File: src/rtl/us_delay_timer.sv
// ---------------------------------------------------------------------------
// us_delay_timer
//
// Programmable microsecond delay / period timer in the clk_100m domain.
// The 1 MHz timebase strobe tick_1us is used as a clock enable, so the whole
// block runs on clk_100m and no derived clock is needed.
//
// A one-cycle start latches duration and periodic. The timer then arms and
// waits for the next tick before it counts down in whole microseconds.
// It pulses done at each expiry. A one-shot returns to idle after its
// expiry. A periodic timer reloads and keeps running.
//
// Ports:
//   clk_100m   in   100 MHz system clock, rising edge
//   rst_n      in   asynchronous active-low reset
//   tick_1us   in   one-cycle 1 us strobe (clock enable)
//   start      in   one-cycle request, samples duration/periodic
//   periodic   in   1 = auto-reload, 0 = one-shot
//   duration   in   interval in microseconds (0 = immediate done)
//   abort      in   cancels any activity, no done generated
//   busy       out  high while armed or running
//   done       out  one-cycle pulse per expiry
//   remaining  out  microseconds left in the current interval
// ---------------------------------------------------------------------------
module us_delay_timer #(
  parameter int CNT_W = 20
) (
  input  logic             clk_100m,
  input  logic             rst_n,
  input  logic             tick_1us,
  input  logic             start,
  input  logic             periodic,
  input  logic [CNT_W-1:0] duration,
  input  logic             abort,
  output logic             busy,
  output logic             done,
  output logic [CNT_W-1:0] remaining
);

  typedef enum logic [1:0] {
    IDLE,
    ARM,
    RUN
  } state_e;

  state_e           state_q, state_d;
  logic [CNT_W-1:0] remaining_q, remaining_d;
  logic [CNT_W-1:0] reload_q, reload_d;
  logic             periodic_q, periodic_d;
  logic             done_q, done_d;
  logic             busy_q;

  // Next-state logic. Priority is abort, then start, then tick.
  // ARM consumes the first tick after start without decrementing, which
  // aligns the countdown to the tick grid. A zero-length start skips the
  // busy phase entirely and pulses done on the next cycle.
  always_comb begin
    state_d     = state_q;
    remaining_d = remaining_q;
    reload_d    = reload_q;
    periodic_d  = periodic_q;
    done_d      = 1'b0;

    if (abort) begin
      state_d     = IDLE;
      remaining_d = '0;
    end else if (start) begin
      reload_d   = duration;
      periodic_d = periodic;
      if (duration == '0) begin
        done_d      = 1'b1;
        state_d     = IDLE;
        remaining_d = '0;
      end else begin
        remaining_d = duration;
        state_d     = ARM;
      end
    end else if (tick_1us) begin
      case (state_q)
        ARM: begin
          state_d = RUN;
        end
        RUN: begin
          if (remaining_q > CNT_W'(1)) begin
            remaining_d = remaining_q - CNT_W'(1);
          end else if (remaining_q == CNT_W'(1)) begin
            done_d = 1'b1;
            if (periodic_q) begin
              // Reload goes straight back into RUN so the period stays exact.
              remaining_d = reload_q;
            end else begin
              remaining_d = '0;
              state_d     = IDLE;
            end
          end else begin
            // Cannot occur in normal operation. Park safely instead of wrapping.
            state_d = IDLE;
          end
        end
        default: begin
        end
      endcase
    end
  end

  // State and output registers. busy is registered from the next state, so
  // it rises in the cycle after start and always matches the stored state.
  always_ff @(posedge clk_100m or negedge rst_n) begin
    if (!rst_n) begin
      state_q     <= IDLE;
      remaining_q <= '0;
      reload_q    <= '0;
      periodic_q  <= 1'b0;
      done_q      <= 1'b0;
      busy_q      <= 1'b0;
    end else begin
      state_q     <= state_d;
      remaining_q <= remaining_d;
      reload_q    <= reload_d;
      periodic_q  <= periodic_d;
      done_q      <= done_d;
      busy_q      <= (state_d != IDLE);
    end
  end

  assign busy      = busy_q;
  assign done      = done_q;
  assign remaining = remaining_q;

endmodule
File: config.mk
export PLATFORM = sky130hd
export DESIGN_NAME = us_delay_timer
export DESIGN_NICKNAME = d
export VERILOG_FILES = /design/src/rtl/us_delay_timer.sv
export SDC_FILE = /design/constraint.sdc
export NUM_CORES = 1
export LEC_CHECK = 0
export CORE_UTILIZATION = 57
export DETAILED_ROUTE_END_ITERATION = 8
export PLACE_DENSITY = 0.87
export SETUP_SLACK_MARGIN = 0.05
export SYNTH_ARGS = -nofsm -noshare
export SYNTH_HDL_FRONTEND = slang
export SYNTH_SLANG_ARGS = --single-unit
File: constraint.sdc
create_clock -name clk_100m -period 3.77 [get_ports clk_100m]
set_input_delay 0.754 -clock clk_100m [delete_from_list [all_inputs] [get_ports clk_100m]]
set_output_delay 0.754 -clock clk_100m [all_outputs]
set_load 0.005 [all_outputs]
==> results.cfg, run 1 <==
[final_layout]
final_cells = 429
n_antenna_cell = 0
drive_gt1_share_pct = 6.91
fill_cells = 405
syn_to_final_growth_pct = 21.1
nNetsFinal = 393

[power]
p_leak_uw = 0.00143
irDropWorstVdd_v = 0.000286
powerDensity_nw_per_um2 = 392

[route]
wl_per_cell_um = 18.9
dr.pass1.iters = 5
totalWireLength_um = 8100
vias = 2736
vias_per_cell = 6.38
drtIter0Drc = 331
antenna_left = 0
drc_errors = 0

[global_routing]
grt_pass1_vias = 2513
grt_max_degree = 46
track_usage_pct = 33.6
grt-ovfl-total = 0
antenna_found_initial = 0
grt_pass1_wl_um = 13100

[placed_design]
dpl.cell_count = 422
gp_congestion = 0.910
io_buffers = 47
place_hpwl_um = 5920

[yosys]
synth_top_area_share_pct = 40.5
synth_top_area_cell = dfrtp_1
synth.area.top_cells = dfrtp_1, nand2_1, nor2_1, o21ai_0, nor4_4
ys_types = 54
synth_warnings = 0
synth_edf_count = 0
synth_flop_cell = dfrtp_1
ys_ff_latch = 45
yosysSeqAreaShare_pct = 40.5
syn_inst = 323
ys_async_sr_fraction_pct = 100
synth_area_um2 = 2780
synth_nets = 354
avgSynthCellArea_um2 = 8.61

[sta]
max_slew_margin_pct = 23.8
finalCritPeriodShare_pct = 75.8
slew_viol_final = 0
finalHoldViolCount = 0
rsz0062_at_grt = false
max_freq_mhz = 350
finClkSkew_ns = 0.00516
tns_ns = 0
setup_viol = 0
fin_crit_ns = 2.86
worst_pin_slew_ns = 1.14

[cts]
numCtsBuffers = 5
insertion_delay_ns = 0.30
clk_pin_slew_ns = 0.08
root_buffer = clkbuf_8
ctsResizeCount = 0
clock_path_buffers = 2
h-tree-depth = 2
post_cts_buffers = 0
clock-sinks = 45
postCtsHoldBufs = 0
cts_tree = done

[critical_path]
path_delay_family = compound AO/OA/AOI/OAI gates
cp_max_fo = 13
r2r_slack_ns = 1.14
cp-start-kind = primary input
slowest_delay_ns = 0.86
worst_ep_arrival_time_ns = 3.04
slowest_stage = a31oi_1
worst-path-buf-inv = 1
setup.worst_path.class = primary input to register
crit_required_ns = 3.96
critPathCaptureType = register
path_cells = clkdlybuf4s50_1 > or2_2 > nor3b_1 > a31oi_1 > o21ai_0 > a221o_1

[die]
die_width_um = 71.8
core_area_um2 = 4720
fp-row-count = 25
start_util_pct = 58.9
die_h_um = 71.8
ios = 48
die_area_um2 = 5160

[min_path]
min_path_type = register to register

[run]
maxCapViolations = 0

[outcome]
outcome = finished clean
[cell families (layout without fill, tap and decap cells)]
family | count (synthesis) | in the layout | synth area share, %
DFF | 45 | 45 | 40.5
AOI/OAI and AO/OA | 80 | 80 | 20.4
xor gates and xnor gates | 8 | 8 | 2.52
and+or+nand+nor | 153 | 153 | 28.3
adders and majority gates | 5 | 5 | 2.25
muxes | 3 | 3 | 1.08
buffers and inverters | 29 | 68 | 4.95
[final cells by class]
class / instances / area (um^2) / area share (%)
multi-input combinational: 249 / 1520 / 45.0
sequential: 45 / 1130 / 33.4
timing repair buffer: 52 / 503 / 14.9
tap: 67 / 83.8 / 2.49
clock buffer: 5 / 68.8 / 2.04
clock inverter: 2 / 35.0 / 1.04
inverter: 9 / 33.8 / 1.00
[Yosys cell counts (3+ instances only)]
library cell	n
a211oi_1	3
a21o_1	3
a21oi_1	12
a221o_1	5
a22o_1	4
a22oi_1	3
a31oi_1	7
and2_1	4
and3_1	4
buf_4	3
clkbuf_1	12
dfrtp_1	45
ha_1	5
inv_1	8
mux2i_1	3
nand2_1	70
nand2b_1	4
nand3_1	6
nand4_1	8
nor2_1	22
nor3_1	11
nor4_1	8
nor4_4	3
o211ai_1	3
o21ai_0	16
o41ai_1	3
or2_2	3
xnor2_1	7
[sequential cells by signal (all words and copies together) (netlist names)]
register	flops
reload_q	20
remaining	20
periodic_q	1
state_q	2
done	1
busy	1
[worst reg2reg max path, delay by kind of cell, from the launching register on]
family | cells | cell delay (ns)
DFF | 1 | 0.47
adders and majority gates | 1 | 0.29
and+or+nand+nor | 1 | 0.19
buffers and inverters | 1 | 0.08
AOI/OAI and AO/OA | 3 | 1.50
[cell usage in the layout (no fill, tap or decap), types with 4 or more instances in the layout]
cell             synthesis  final
inv_1                    8      8
nand3_1                  6      6
a22o_1                   4      4
nor2_1                  22     22
a31oi_1                  7      7
and2_1                   4      4
o21ai_0                 16     16
clkbuf_8                 0      5
xnor2_1                  7      7
dfrtp_1                 45     45
and3_1                   4      4
nor3_1                  11     11
a21oi_1                 12     12
buf_4                    3      5
nand4_1                  8      8
a221o_1                  5      5
nand2b_1                 4      4
nor4_1                   8      8
ha_1                     5      5
nand2_1                 70     70
clkdlybuf4s50_1          0     46
[power by group]
group	internal (uW)	total [uW]	leakage, uW	switching (uW)
clock network	193	355	0.0000540	162
logic	165	353	0.000799	188
registers	534	611	0.000573	77.5
total	891	1320	0.00143	428
[path summary, 6_finish.rpt]
| path | from | to | depth (start not counted) |
|---|---|---|---|
| hold reg to reg | reload_q[15] | reload_q[15] | 1 |
| max in group asynchronous | rst_n | reload_q[19] | 1 |
| setup / recovery | start | remaining[15] | 6 |
| setup reg to reg | remaining[0] | remaining[15] | 6 |
| hold / removal | reload_q[15] | reload_q[15] | 1 |
| min in group asynchronous | rst_n | remaining[3] | 1 |
[metrics by stage]
| stage | area, um^2 | utilization (%) | power, uW | setup slack [ns] | hold slack [ns] |
|---|---|---|---|---|---|
| 4_1_cts | 3370 | 71.3 | 1320 | 0.971 | 0.484 |
| 3_5_place_dp | 3260 | 69.1 | 965 | 0.652 | 0.465 |
| 5_1_grt | 3370 | 71.3 | 1380 | 0.764 | 0.498 |
| 6_report | 3370 | 71.3 | 1320 | 0.914 | 0.482 |
| 2_1_floorplan | 2780 | - | 812 | 1.49 | 0.437 |
| 3_3_place_gp | 3260 | 69.1 | 957 | 0.725 | 0.459 |
[layer usage]
layer	vias up	track usage, %	part of all wire [%]
li1	1249	-	-
met1	1317	50.6	44
met2	160	49.9	45
met3	10	6.19	9.6
met4	0	8.50	1.0
met5	-	0	0
Note: power is estimated with default switching activity, not from simulation.
==> run 2, diff against run 1 <==
--- a/config.mk
+++ b/config.mk
@@ -5,9 +5,9 @@
 export SDC_FILE = /design/constraint.sdc
 export NUM_CORES = 1
 export LEC_CHECK = 0
-export CORE_UTILIZATION = 57
+export CORE_UTILIZATION = 53
 export DETAILED_ROUTE_END_ITERATION = 8
-export PLACE_DENSITY = 0.87
+export PLACE_DENSITY = 0.82
 export SETUP_SLACK_MARGIN = 0.05
 export SYNTH_ARGS = -nofsm -noshare
 export SYNTH_HDL_FRONTEND = slang
==> constraint.sdc (replaced) <==
create_clock -name clk_100m -period 2.9 [get_ports clk_100m]
set_input_delay 0.58 -clock clk_100m [delete_from_list [all_inputs] [get_ports clk_100m]]
set_output_delay 0.58 -clock clk_100m [all_outputs]
set_load 0.005 [all_outputs]
==> results.cfg, run 2 (same netlist as run 1, synthesis figures left out) <==
[final_layout]
multi_input_area_um2 = 1520
mostFrequentLayoutCell = nand2_1
mostFrequentLayoutCells = nand2_1, clkdlybuf4s50_1, dfrtp_1, nor2_1, o21ai_0
final_area_um2 = 3420
drive_gt1_share_pct = 9.65
syn_to_final_growth_pct = 23.2
fill_cells = 417
final-seq-area_um2 = 1130
final_cells = 440
n_antenna_cell = 0
nNetsFinal = 403

[sta]
tns_ns = 0
finalHoldViolCount = 0
slew_viol_final = 0
holdWs_ns = 0.437
max_freq_mhz = 402
rsz0062_at_grt = false
fin_crit_ns = 2.49
finClkSkew_ns = 0.00725
setup_viol = 0
max_slew_margin_pct = 34.3
finalCritPeriodShare_pct = 85.8
worst_pin_slew_ns = 0.986

[die]
die_width_um = 74.4
start_util_pct = 57.0
fp-row-count = 25
die_h_um = 74.4
core_area_um2 = 4880
ios = 48
die_area_um2 = 5540

[route]
dr.pass1.iters = 5
totalWireLength_um = 8180
vias = 2750
drtIter0Drc = 385
antenna_left = 0
wl_per_cell_um = 18.6
vias_per_cell = 6.25
drc_errors = 0

[critical_path]
critPathCaptureType = register
worstRegToRegCells = 6
setup.worst_path.class = register to register
cp_max_fo = 17
cp-start-kind = register
r2r_slack_ns = 0.41
startpoint = remaining[4]
crit_end = remaining[2]
worst_ep_arrival_time_ns = 2.69
regToRegStartpoint = remaining[4]
r2r_end = remaining[2]
crit_required_ns = 3.10

[min_path]
min_path_type = primary input to asynchronous set/reset pin

[power]
powerDensity_nw_per_um2 = 483
p_leak_uw = 0.00147
irDropWorstVdd_v = 0.000357

[global_routing]
antenna_found_initial = 0
grt-ovfl-total = 0
grt_pass1_vias = 2702
track_usage_pct = 32.8
grt_max_degree = 46
grt_pass1_wl_um = 13300

[placed_design]
gp_congestion = 0.983
placed_area_um2 = 3340
place_hpwl_um = 6080
io_buffers = 47
dpl.cell_count = 432

[cts]
clock_path_buffers = 2
post_cts_buffers = 0
numCtsBuffers = 5
insertion_delay_ns = 0.30
root_buffer = clkbuf_8
postCtsHoldBufs = 0
h-tree-depth = 2
ctsResizeCount = 0
cts_tree = done
clock-sinks = 45
clk_pin_slew_ns = 0.09

[outcome]
outcome = finished clean

[run]
maxCapViolations = 0
-- run 2: changes by cell type in the layout (fill, tap and decap cells not counted), sizes merged --
cell,before,now
bufinv,1,0
buf,6,16
clkinv,2,3
clkinvlp,0,1
-- run 2: metal layers --
metal | share of wire (%) | up-vias | global-route usage, % | wire, um
li1 | - | 1273 | - | -
met2 | 46 | 139 | 50.4 | 3740
met3 | 7.4 | 21 | 6.50 | 606
met1 | 44 | 1317 | 44.7 | 3590
met4 | 2.9 | 0 | 15.3 | 234
met5 | 0 | - | 0 | 0
-- run 2: how the worst min path moves through the flow --
stage                               to  slack (ns)  cells after the start
final                      reload_q[1]        0.44                      1
after floorplan                   busy        0.28                      0
after CTS                 remaining[6]        0.47                      1
after global placement     reload_q[9]        0.46                      1
after global routing        periodic_q        0.51                      1
after detailed placement   reload_q[9]        0.47                      1
-- run 2: area by class of cell --
class / count / share of cell area (%)
sequential: 45 / 32.9
clock inverter: 3 / 0.512
clock buffer: 5 / 2.01
tap: 67 / 2.45
timing repair buffer: 62 / 16.9
inverter: 9 / 0.986
multi-input combinational: 249 / 44.3
-- run 2: where the power goes --
group | total [uW] | internal [uW] | leakage [uW] | switching, uW
clock | 383 | 166 | 0.0000439 | 217
combinational | 485 | 231 | 0.000850 | 254
sequential | 785 | 694 | 0.000573 | 90.6
total | 1650 | 1090 | 0.00147 | 561
-- run 2: through the flow --
| step | worst slack [ns] | total power (uW) | utilization [%] |
|---|---|---|---|
| detailed placement | 0.207 | 1270 | 68.4 |
| finish | 0.412 | 1650 | 70.2 |
| global route | 0.297 | 1740 | 70.2 |
| global placement | 0.264 | 1260 | 68.4 |
| CTS | 0.437 | 1660 | 70.2 |
| floorplan | 0.759 | 1060 | - |
-- run 2: worst max-delay path, stage by stage, from the launching register on --
cell,delay [ns]
dfrtp_1,0.51
nor4_4,0.43
and3_1,0.52
a31o_2,0.31
buf_4,0.25
a21oi_1,0.08
a211oi_1,0.27
==> RTL edit, RTL diff (settings of run 2) <==
Set the parameter `CNT_W` to 30 (it was 20).
--- a/src/rtl/us_delay_timer.sv
+++ b/src/rtl/us_delay_timer.sv
@@ -23,7 +23,7 @@
 //   remaining  out  microseconds left in the current interval
 // ---------------------------------------------------------------------------
 module us_delay_timer #(
-  parameter int CNT_W = 20
+  parameter int CNT_W = 30
 ) (
   input  logic             clk_100m,
   input  logic             rst_n,
Ports: changed (resized duration and remaining); port bits go from 48 to 68. No check against the original RTL was run, so the function may have changed too.
==> RTL edit against run 2 <==
Routed wire length is 51% higher; setup slack got worse by 290 ps; via count is 49% higher; final area increased by 45%; sequential share of layout area is essentially flat; power up 50%; area after synthesis rose by 36%; sequential cell count rose by 20.
==> RTL edit: results (changes against run 2) <==
[outcome]
outcome = complete, no violations

[synthesis]
synthTopCellsByCount = 127 x nand2_1, 65 x dfrtp_1, 39 x nor2_1, 26 x a21oi_1, 19 x a31oi_1
synth_xor_area_frac = 0.0369  ; +0.0117
synth_seq_area_share = 0.429  ; +0.0236
synth_mux_area_frac = 0.00264  ; -0.00816
synthFlopType = dfrtp_1
synth_compound_area_frac = 0.173  ; -0.0311
syn_inst = 465  ; +44%
yosys.area_share.adder = 0.0165  ; -0.00602
synth_fp_nets = 506  ; +43%
ys_top_cells_by_area = dfrtp_1 43%, nand2_1 13%, nor2_1 3.9%
yosys.cell_types.count = 57  ; +5.6%

[power_and_ir_drop]
p_int_uw = 1710  ; +57%
p_leak_uw = 0.00223  ; +52%
ir_worst_vdd_uv = 269  ; -25%

[route]
wirelength_mm = 12.3  ; +51%
wl_per_cell_um = 18.9  ; +1.6%
vias_per_cell = 6.26  ; +0.12%
drtIter0Drc = 317  ; -18%

[global_route]
grt_usage = 0.345  ; +0.0172
grt_pass1_wl_mm = 19.7  ; +48%
grt_max_degree = 36  ; -22%
grt_pass1_vias = 4064  ; +50%

[cells_and_area]
layout.nets = 593  ; +47%
layout-drive-gt1-share = 0.117  ; +0.0202
syn2layout_area_growth_pct = 30.5
fillCellCount = 550  ; +32%

[placement]
gp_congestion = 0.988  ; +0.53%
post-place-ws_ps = 57.5  ; -150 ps
io_buffers = 67  ; +43%
dp.cells = 637  ; +47%

[sta]
tightestPinTransition_ps = 780  ; -206 ps
whs_ps = 314  ; -123 ps
finClkSkew_ps = 13.4  ; +6.13 ps

[worst_setup_path]
reg2reg_slack_ps = 120  ; -290 ps
critical_path.max_stage_delay_ps = 620  ; +100 ps
r2r_start = remaining[19]
cpMaxStageDelayCell = or4_1
r2r_end = busy
critPathArrivalTime_ps = 3000  ; +310 ps
crit_path_max_fanout = 7  ; -10

[clock_tree]
cts_buffers = 9  ; +4
clk_latency_ps = 340  ; +40 ps
root_buffer = clkbuf_8
htreeDepth = 3  ; +1

## RTL edit: cell count changes in the layout (fill, tap and decap cells not counted), sizes merged, moves of 6 or more
cell and change:
a21oi +15, a31oi +12, buf +20, clkbuf +6
clkdlybuf4s50 +20, dfrtp +20, nand2 +57, nor2 +17
nor4 +7, or3 +6, xnor2 +6
## RTL edit: cell families after synthesis
group                    Yosys count
AND/OR/NAND/NOR                  247
AO/OA/AOI/OAI                    100
flip-flops                        65
buffers and inverters             31
XOR/XNOR                          16
adder cells (fa/ha/maj)            5
multiplexers                       1
## RTL edit: power by group through the flow
stage          Sequential (uW)  Combinational [uW]  Clock [uW]
6_report                  1080                 591         799
4_1_cts                   1080                 582         802
5_1_grt                   1090                 648         844
3_5_place_dp              1090                 577           0
3_3_place_gp              1090                 564           0
2_1_floorplan             1080                 292           0
## RTL edit: final cells by class
| class | instances | share of cell area |
|---|---|---|
| multi-input combinational | 369 | 0.409 |
| sequential | 65 | 0.329 |
| timing repair buffer | 102 | 0.193 |
| clock buffer | 11 | 0.0306 |
| tap | 96 | 0.0243 |
| clock inverter | 5 | 0.0109 |
| inverter | 5 | 0.00379 |
## RTL edit: how the worst max path moves through the flow
stage,startpoint,endpoint,slack (ps)
2_1_floorplan,remaining[0],remaining[0],250
3_3_place_gp,remaining[4],busy,140
3_5_place_dp,remaining[6],busy,60
4_1_cts,remaining[4],busy,50
5_1_grt,remaining[19],remaining[5],70
6_report,remaining[19],busy,120
## RTL edit: per-layer routing
| metal | GRT usage | routed length [um] | up-vias |
|---|---|---|---|
| li1 | - | - | 1838 |
| met1 | 0.441 | 5020 | 1971 |
| met2 | 0.560 | 5800 | 226 |
| met3 | 0.0610 | 980 | 51 |
| met4 | 0.185 | 524 | 0 |
| met5 | 0 | 0 | - |
